[config.mk]
export PLATFORM = sky130hd
export DESIGN_NAME = contador_secuencia_ctrl_flat
export DESIGN_NICKNAME = d
export VERILOG_FILES = /design/src/rtl/contador_secuencia_ctrl_if.sv /design/src/rtl/contador_secuencia_ctrl.sv /design/src/flat_wrapper.sv
export SDC_FILE = /design/constraint.sdc
export NUM_CORES = 1
export LEC_CHECK = 0
export CAP_MARGIN = 20
export CORE_MARGIN = 3
export CORE_UTILIZATION = 32
export DETAILED_ROUTE_END_ITERATION = 7
export GPL_TIMING_DRIVEN = 0
export PLACE_DENSITY = 0.52
export SETUP_SLACK_MARGIN = 0.1
export SLEW_MARGIN = 20
export SYNTH_ARGS = -nofsm -noshare
export SYNTH_HDL_FRONTEND = slang
export SYNTH_SLANG_ARGS = --single-unit
[constraint.sdc]
create_clock -name C -period 2.25 [get_ports C]
set_input_delay 0.3375 -clock C [delete_from_list [all_inputs] [get_ports C]]
set_output_delay 0.3375 -clock C [all_outputs]
set_load 0.02 [all_outputs]
[src/rtl/contador_secuencia_ctrl_if.sv]
// Handshake/status bundle between a requester and contador_secuencia_ctrl.
//   start   : 1-cycle run request (requester -> controller)
//   laps    : number of laps for the run, 0 = run until stop
//   stop    : abort the current run
//   hold    : pause request (used only when CONTADOR_PAUSE_EN is defined)
//   Q       : current sequence value
//   idx     : current sequence position 0..7
//   lap_cnt : laps completed in the current run
//   busy    : run in progress (RUN or HOLD)
//   wrap    : 1-cycle pulse on the idx 7->0 step
//   done    : 1-cycle pulse when the requested laps complete
interface contador_secuencia_ctrl_if #(
  parameter int LAP_W = 4
);
  logic             start;
  logic [LAP_W-1:0] laps;
  logic             stop;
  logic             hold;
  logic [3:0]       Q;
  logic [2:0]       idx;
  logic [LAP_W-1:0] lap_cnt;
  logic             busy;
  logic             wrap;
  logic             done;

  modport master (
    output start, laps, stop, hold,
    input  Q, idx, lap_cnt, busy, wrap, done
  );

  modport slave (
    input  start, laps, stop, hold,
    output Q, idx, lap_cnt, busy, wrap, done
  );
endinterface

[src/rtl/contador_secuencia_ctrl.sv]
// Sequencing controller for the 4-bit arbitrary counter 7,13,7,9,6,12,2,8.
// A start/stop FSM steps the sequence position once every TICK_DIV clocks,
// counts completed laps and reports wrap/done status to the requester.
//
// Ports:
//   C   : clock, all state changes on posedge
//   R   : asynchronous active-high reset
//   bus : contador_secuencia_ctrl_if slave modport (start/laps/stop/hold in,
//         Q/idx/lap_cnt/busy/wrap/done out)
//
// Parameters:
//   TICK_DIV : clocks per sequence step, 1..255
//   LAP_W    : width of laps / lap_cnt (must match the interface LAP_W)
//
// Optional feature: define CONTADOR_PAUSE_EN to build the HOLD state and make
// the hold input effective. Without it the FSM is IDLE/RUN/FIN only.
module contador_secuencia_ctrl #(
  parameter int TICK_DIV = 1,
  parameter int LAP_W    = 4
) (
  input  logic                     C,
  input  logic                     R,
  contador_secuencia_ctrl_if.slave bus
);

`ifdef CONTADOR_PAUSE_EN
  typedef enum logic [1:0] {IDLE, RUN, HOLD, FIN} state_t;
`else
  typedef enum logic [1:0] {IDLE, RUN, FIN} state_t;
`endif

  localparam logic [7:0] TC = 8'(TICK_DIV - 1);

  function automatic logic [3:0] rom(input logic [2:0] i);
    rom = 4'd7;
    case (i)
      3'd0: rom = 4'd7;
      3'd1: rom = 4'd13;
      3'd2: rom = 4'd7;
      3'd3: rom = 4'd9;
      3'd4: rom = 4'd6;
      3'd5: rom = 4'd12;
      3'd6: rom = 4'd2;
      3'd7: rom = 4'd8;
      default: rom = 4'd7;
    endcase
  endfunction

  state_t           state_r, state_nxt;
  logic [2:0]       idx_r, idx_nxt;
  logic [3:0]       q_r;
  logic [7:0]       ps_r, ps_nxt;
  logic [LAP_W-1:0] lap_r, lap_nxt;
  logic [LAP_W-1:0] laps_r, laps_nxt;
  logic [LAP_W-1:0] lap_inc;
  logic             wrap;

  always_ff @(posedge C or posedge R) begin
    if (R) state_r <= IDLE;
    else   state_r <= state_nxt;
  end

  always_comb begin
    state_nxt = state_r;
    idx_nxt   = idx_r;
    ps_nxt    = ps_r;
    lap_nxt   = lap_r;
    laps_nxt  = laps_r;
    lap_inc   = lap_r + LAP_W'(1);
    wrap      = 1'b0;
    case (state_r)
      // stop is not looked at here, so a simultaneous start/stop starts a run
      IDLE: begin
        if (bus.start) begin
          state_nxt = RUN;
          laps_nxt  = bus.laps;
          lap_nxt   = '0;
          idx_nxt   = 3'd0;
          ps_nxt    = 8'd0;
        end
      end
      RUN: begin
        if (bus.stop) begin
          // lap_cnt is left as-is so the requester can read it back
          state_nxt = IDLE;
          idx_nxt   = 3'd0;
          ps_nxt    = 8'd0;
        end
`ifdef CONTADOR_PAUSE_EN
        else if (bus.hold) begin
          // the step that would have happened this cycle is dropped
          state_nxt = HOLD;
        end
`endif
        else if (ps_r == TC) begin
          ps_nxt  = 8'd0;
          idx_nxt = idx_r + 3'd1;
          if (idx_r == 3'd7) begin
            // wrap is combinational so it shows while Q=8; done follows in FIN
            wrap    = 1'b1;
            lap_nxt = lap_inc;
            if ((laps_r != '0) && (lap_inc == laps_r)) state_nxt = FIN;
          end
        end else begin
          ps_nxt = ps_r + 8'd1;
        end
      end
`ifdef CONTADOR_PAUSE_EN
      HOLD: begin
        if (bus.stop) begin
          state_nxt = IDLE;
          idx_nxt   = 3'd0;
          ps_nxt    = 8'd0;
        end else if (!bus.hold) begin
          state_nxt = RUN;
        end
      end
`endif
      FIN: begin
        state_nxt = IDLE;
      end
      default: begin
        state_nxt = IDLE;
      end
    endcase
  end

  // Q is registered from the next index so Q and idx always change together
  always_ff @(posedge C or posedge R) begin
    if (R) begin
      idx_r  <= 3'd0;
      q_r    <= 4'd7;
      ps_r   <= 8'd0;
      lap_r  <= '0;
      laps_r <= '0;
    end else begin
      idx_r  <= idx_nxt;
      q_r    <= rom(idx_nxt);
      ps_r   <= ps_nxt;
      lap_r  <= lap_nxt;
      laps_r <= laps_nxt;
    end
  end

  assign bus.Q       = q_r;
  assign bus.idx     = idx_r;
  assign bus.lap_cnt = lap_r;
`ifdef CONTADOR_PAUSE_EN
  assign bus.busy    = (state_r == RUN) || (state_r == HOLD);
`else
  assign bus.busy    = (state_r == RUN);
`endif
  assign bus.wrap    = wrap;
  assign bus.done    = (state_r == FIN);

endmodule

[src/flat_wrapper.sv]
// flat-port wrapper written by rule: the top's interface ports become plain ports
module contador_secuencia_ctrl_flat 
#(
  parameter int TICK_DIV = 1,
  parameter int LAP_W    = 4
)
  (C, R, bus_start, bus_laps, bus_stop, bus_hold, bus_Q, bus_idx, bus_lap_cnt, bus_busy, bus_wrap, bus_done);
  contador_secuencia_ctrl_if #(.LAP_W(LAP_W)) bus_i ();
  input  logic C;
  input  logic R;
  input wire logic [$bits(bus_i.start)-1:0] bus_start;
  input wire logic [$bits(bus_i.laps)-1:0] bus_laps;
  input wire logic [$bits(bus_i.stop)-1:0] bus_stop;
  input wire logic [$bits(bus_i.hold)-1:0] bus_hold;
  output wire logic [$bits(bus_i.Q)-1:0] bus_Q;
  output wire logic [$bits(bus_i.idx)-1:0] bus_idx;
  output wire logic [$bits(bus_i.lap_cnt)-1:0] bus_lap_cnt;
  output wire logic [$bits(bus_i.busy)-1:0] bus_busy;
  output wire logic [$bits(bus_i.wrap)-1:0] bus_wrap;
  output wire logic [$bits(bus_i.done)-1:0] bus_done;
  assign bus_i.start = bus_start;
  assign bus_i.laps = bus_laps;
  assign bus_i.stop = bus_stop;
  assign bus_i.hold = bus_hold;
  assign bus_Q = bus_i.Q;
  assign bus_idx = bus_i.idx;
  assign bus_lap_cnt = bus_i.lap_cnt;
  assign bus_busy = bus_i.busy;
  assign bus_wrap = bus_i.wrap;
  assign bus_done = bus_i.done;
  contador_secuencia_ctrl #(.TICK_DIV(TICK_DIV), .LAP_W(LAP_W)) u_core (.C(C), .R(R), .bus(bus_i));
endmodule
==> metrics.cfg, run 1 <==
[timing]
worstMarginPinSlew_ns = 0.766
fin_ws_ns = 0.244
period_share_pct = 89.2
setup_viol = 0
rsz0062_at_grt = no
fmax_ghz = 0.499
fin_worst_skew_ns = 0.00248
drv_slew = 0
setup-tns-final_ns = 0
slew_headroom_pct = 48.8
hold_viol = 0
min_period_ns = 2.01

[worst_setup_path]
crit_arrival_ns = 1.67
cp-start-kind = flop
critPathMaxFanout = 3
path_buf_inv = 3
cp_slowest_cell = dfrtp_1
worstSetupPathType = reg2out
worst_r2r_endpoint = u_core.state_r[1]
reg2reg_from = u_core.ps_r[0]
cp_cell_sequence = inv_1 > ha_1 > nor4b_4 > nand4_2 > inv_2 > clkdlybuf4s15_2
worstPathRequired_ns = 1.91
r2r_slack_ns = 0.42
worstRegToRegCells = 7
cpPeakStageDelay_ns = 0.41
cp_top_family = buffers and inverters
endpoint_kind = output port

[floorplanning]
core_area_um2 = 3770
ioPinCount = 23
rows = 22
initial_utilization_pct = 34.4
dieArea_um2 = 4850
fp.dieW_um = 69.6
die_y_um = 69.6

[cells_and_area]
antennaDiodeCount = 0
fillers = 338
fin_nets = 157
fin_cells = 190
drive_above_1_share_pct = 23.9
area_growth_pct = 28.7

[clocking]
root_buffer = clkbuf_8
cts_num_sinks = 24
numCtsBuffers = 3
cts_tree = done
cts_buffer_depth = 2
cts_hold_buf = 0
cts_htree_levels = 1
path_clk_slew_ns = 0.09
clk_latency_ns = 0.27

[power_and_ir_drop]
ir_drop_v = 0.000245
p_leak_uw = 0.000718
powerDensity_nw_per_um2 = 580

[synth]
yosysUniqueCellTypes = 41
synth_cells = 113
syn_nets = 127
seq_area_frac_synth_pct = 46.6
postSynthAreaPerCell_um2 = 11.5
syn-cell-area_um2 = 1300
ys_ff_latch = 24
synth_top_area_share_pct = 40.5
yosys_warnings = 0
synth_largest_area_cell = dfrtp_1
synth_area_leaders = dfrtp_1, dfstp_2, mux2_2

[routing]
dr_total_vias = 915
drt-initial-drc-count = 12
postRouteWirelength_mm = 2.44
post_drt_wl_per_cell_um = 12.8
drc = 0
first_pass_iters = 4
viasPerCell = 4.82
ant_nets = 0

[global_route]
grt_pass1_wl_mm = 4.19
antenna_found_initial = 0
first_global_vias = 896
grt_usage_pct = 10.6
grt.overflow.total = 0
grt_max_degree = 25

[place]
place.gp.congestion = 0.789
dp_cells = 182
place.port_buffers = 21
dpl.hpwl_mm = 1.82
dp_slack_ns = -0.180

[hold_path]
hold_class = in2async

[run_status]
status = complete, no violations

[run]
max-cap-violations = 0

-- cell usage in the layout (no fill, tap or decap), types with 2 or more instances in the layout --
master,n
nor2_1,8
nor3_1,3
nand3_1,4
dfrtp_1,20
inv_1,5
clkbuf_8,4
buf_4,4
mux2_2,7
nor3b_1,6
o21bai_1,2
a22o_1,4
and2_1,2
dfstp_2,3
xnor2_1,9
nand2_1,5
ha_1,5
clkdlybuf4s50_1,20
xor2_1,2
-- logic make-up (layout without fill, tap and decap cells) --
group	count (synthesis)	after routing	share of synthesized area, %
compound gates	16	16	10.6
mux	9	9	8.01
simple gates	40	40	19.9
fa+ha+maj	5	5	4.83
xor+xnor	11	11	7.43
buf+inv	8	37	2.61
flops	24	24	46.6
-- power breakdown --
group          internal, µW  switching (µW)  leakage (µW)  total, µW
Combinational          98.1            81.6      0.000378        180
Clock                   156             143     0.0000288        299
Sequential              463            26.1      0.000311        489
Total                   718             250      0.000718        968
-- sequential cells by signal, indices dropped and copies added (netlist names) --
signal and cells:
u_core.ps_r 8, u_core.bus.lap_cnt 4, u_core.laps_r 4, u_core.bus.Q 3, u_core.bus.idx 3, u_core.state_r 2
-- repair_timing --
action / 4_1_cts / 5_1_grt
endpoints found under the setup margin: 1 / 1
buffers inserted: 1 / 2
gates resized for setup: 3 / 3
pin swaps: 0 / 1
-- routing by layer --
metal	GRT usage (%)	part of all wire (%)	up-vias
met5	0	0	-
met4	4.47	1.4	0
met3	1.88	3.3	4
met2	16.4	45	16
met1	14.6	51	434
li1	-	-	461
-- cell type report --
| type | instances | area, µm² | area share [%] |
|---|---|---|---|
| Tap cell | 48 | 60.1 | 3.60 |
| Buffer | 2 | 11.3 | 0.675 |
| Clock buffer | 4 | 55.1 | 3.30 |
| Timing Repair Buffer | 25 | 249 | 14.9 |
| Inverter | 6 | 22.5 | 1.35 |
| Multi-Input combinational cell | 81 | 664 | 39.8 |
| Sequential cell | 24 | 606 | 36.3 |
-- worst max-delay path by stage --
stage | startpoint | to | depth (start not counted)
after floorplan | u_core.bus.lap_cnt[0] | u_core.state_r[1] | 4
after global placement | bus_stop | bus_wrap | 5
after detailed placement | bus_stop | bus_wrap | 5
after CTS | u_core.ps_r[0] | bus_wrap | 6
after global routing | u_core.ps_r[0] | bus_wrap | 6
final | u_core.ps_r[0] | bus_wrap | 6
-- synthesized netlist by cell type, drive strengths merged --
cell	instances
nand2	5
mux2i	1
o21ai	2
and2	2
mux2	8
a211oi	1
a21o	1
or2	1
a211o	1
dfrtp	21
dfstp	3
nor3b	6
ha	5
nor2b	1
buf	1
xor2	2
a221o	1
or3b	1
or3	1
a22o	4
xnor2	9
nand3	4
a2111oi	1
nor3	4
a21oi	1
nor2	8
nor4b	1
a22oi	1
inv	6
nor4	1
and2b	2
clkbuf	1
nand4	2
a31o	1
o21bai	2
and3	1
-- per-stage QoR --
| stage | instance area (µm²) | util, % | hold slack (ns) | power (µW) |
|---|---|---|---|---|
| finish | 1670 | 44.2 | 0.373 | 968 |
| global route | 1670 | 44.2 | 0.424 | 1010 |
| CTS | 1630 | 43.2 | 0.540 | 980 |
| detailed placement | 1570 | 41.5 | 0.519 | 679 |
| global placement | 1570 | 41.5 | 0.516 | 676 |
| floorplan | 1300 | - | 0.350 | 613 |
-- worst register-to-register path: cells and delay by family, from the launching register on --
kind / cells / cell delay (ns)
AOI/OAI and AO/OA: 1 / 0.41
adders and majority gates: 1 / 0.15
buffers and inverters: 2 / 0.29
DFF: 1 / 0.41
and+or+nand+nor: 3 / 0.52
No activity file was read; power rests on OpenSTA's default activity.
==> run 2: changes to the inputs <==
--- a/config.mk
+++ b/config.mk
@@ -9,8 +9,8 @@
 export CORE_MARGIN = 3
 export CORE_UTILIZATION = 32
 export DETAILED_ROUTE_END_ITERATION = 7
-export GPL_TIMING_DRIVEN = 0
 export PLACE_DENSITY = 0.52
+export REMOVE_ABC_BUFFERS = 1
 export SETUP_SLACK_MARGIN = 0.1
 export SLEW_MARGIN = 20
 export SYNTH_ARGS = -nofsm -noshare
==> metrics.cfg, run 2 (same netlist as run 1, synthesis figures left out) <==
[floorplanning]
die_y_um = 69.6  ; unchanged
dieArea_um2 = 4850  ; unchanged
ioPinCount = 23  ; unchanged
fp.dieW_um = 69.6  ; unchanged
initial_utilization_pct = 34.4  ; unchanged
core_area_um2 = 3770  ; unchanged
rows = 22  ; unchanged

[worst_setup_path]
endpoint_kind = output port
critPathMaxFanout = 3  ; unchanged
worstPathRequired_ns = 1.91  ; about the same
worstRegToRegCells = 8  ; +1
cp-start-kind = flop
crit_arrival_ns = 1.54  ; -0.13 ns
worstSetupPathType = reg2out

[place]
placed_area_um2 = 1630  ; +4.1%
dpl.hpwl_mm = 1.91  ; +4.9%
place.port_buffers = 21  ; unchanged
place.gp.congestion = 0.765  ; -3.0%
dp_cells = 190  ; +4.4%

[cells_and_area]
regArea_um2 = 604  ; -0.21%
multi_input_area_um2 = 658  ; -0.94%
post-route-util_pct = 44.3  ; +0.066 points
largest_register_ffs = 8  ; unchanged
fin_nets = 161  ; +2.5%
layout_commonest_cell = dfrtp_1
antennaDiodeCount = 0  ; unchanged
fillers = 345  ; +2.1%
final_cell_mix = dfrtp_1, clkdlybuf4s50_1, buf_4
drive_above_1_share_pct = 24.7  ; +0.71 points
fin_cells = 194  ; +2.1%
area_growth_pct = 28.9
final_cell_area_um2 = 1670  ; +0.15%
top_register = u_core.ps_r

[timing]
period_share_pct = 83.3  ; -5.8 points
min_period_ns = 1.87  ; -0.132 ns
fin_worst_skew_ns = 0.00406  ; +0.00159 ns
fmax_ghz = 0.534  ; +7.0%
drv_slew = 0  ; unchanged
hold_viol = 0  ; unchanged
worstMarginPinSlew_ns = 0.340  ; -0.426 ns
holdWs_ns = 0.416  ; +0.0431 ns
slew_headroom_pct = 77.3  ; +28 points
rsz0062_at_grt = no
setup_viol = 0  ; unchanged

[clocking]
root_buffer = clkbuf_8
path_clk_slew_ns = 0.08  ; about the same
cts_buffer_depth = 2  ; unchanged
cts_htree_levels = 1  ; unchanged
clk_latency_ns = 0.26  ; about the same
cts_hold_buf = 0  ; unchanged
cts_tree = done
numCtsBuffers = 3  ; unchanged
cts_num_sinks = 24  ; unchanged

[global_route]
grt.overflow.total = 0  ; unchanged
grt_pass1_wl_mm = 4.49  ; +7.2%
first_global_vias = 974  ; +8.7%
grt_usage_pct = 11.2  ; +0.52 points
grt_max_degree = 25  ; unchanged
antenna_found_initial = 0  ; unchanged

[routing]
post_drt_wl_per_cell_um = 12.7  ; -0.98%
first_pass_iters = 4  ; unchanged
drt-initial-drc-count = 77  ; +65
postRouteWirelength_mm = 2.46  ; +1.1%
ant_nets = 0  ; unchanged
drc = 0  ; unchanged
dr_total_vias = 953  ; +4.2%
viasPerCell = 4.91  ; +2.0%

[power_and_ir_drop]
p_seq_share_pct = 52.0  ; +1.4 points
p_leak_uw = 0.000735  ; +2.3%
power.internal_uw = 692  ; -3.6%
p_total_uw = 931  ; -3.8%
p_sw_uw = 239  ; -4.5%
p_sw_share_pct = 25.7  ; -0.19 points
powerDensity_nw_per_um2 = 557  ; -4.0%
ir_drop_v = 0.000263  ; +7.2%
clock_power_share_pct = 27.5  ; -3.4 points
power.share.combinational_pct = 20.5  ; +1.9 points

[run_status]
status = complete, no violations

[hold_path]
hold_class = in2async

[run]
max-cap-violations = 0  ; unchanged

## run 2: critical path: stages, from the launching register on
cell and delay (ns):
dfrtp_1 0.40, inv_1 0.08, ha_1 0.15, nor4b_4 0.23
nand4_2 0.15, inv_1 0.10, clkbuf_2 0.17
## run 2: area by class of cell
| type | instances | share of cell area, % |
|---|---|---|
| clock buffer | 4 | 2.70 |
| multi-input combinational | 81 | 39.4 |
| tap | 48 | 3.60 |
| inverter | 6 | 1.35 |
| timing repair buffer | 31 | 16.8 |
| sequential | 24 | 36.2 |
## run 2: routing by layer
metal	wire length, µm	global-route usage [%]	part of all wire [%]	up-vias
met5	0	0	0	-
met4	10	3.19	0.41	0
met3	114	2.03	4.6	2
met2	1160	17.6	47	22
met1	1180	15.6	48	459
li1	-	-	-	470
## run 2: power groups by stage
stage / Clock, µW / Sequential (µW) / Combinational (µW)
3_5_place_dp: 0 / 494 / 194
3_3_place_gp: 0 / 493 / 192
6_report: 256 / 484 / 191
5_1_grt: 284 / 490 / 210
4_1_cts: 270 / 485 / 195
2_1_floorplan: 0 / 509 / 98.9
## run 2: path summary, 6_finish.rpt
check,start,endpoint,slack [ns]
worst min register to register,u_core.laps_r[0],u_core.laps_r[0],0.53
worst max register to register,u_core.ps_r[0],u_core.bus.idx[0],0.38
max in group asynchronous,R,u_core.bus.Q[1],1.54
min in group C,u_core.laps_r[0],u_core.laps_r[0],0.53
worst min-delay path,R,u_core.laps_r[0],0.42
worst max-delay path,u_core.ps_r[0],bus_wrap,0.38
## run 2: repair_timing
item,CTS,global route
setup buffers,0,0
gates resized for setup,1,2
setup endpoints to repair,1,1
## run 2: metrics by stage
stage / worst slack (ns) / setup TNS, ns
after floorplan: 0.487 / 0
after global placement: -0.0159 / -0.0159
after detailed placement: -0.0132 / -0.0132
after CTS: 0.166 / 0
after global routing: 0.218 / 0
final: 0.376 / 0
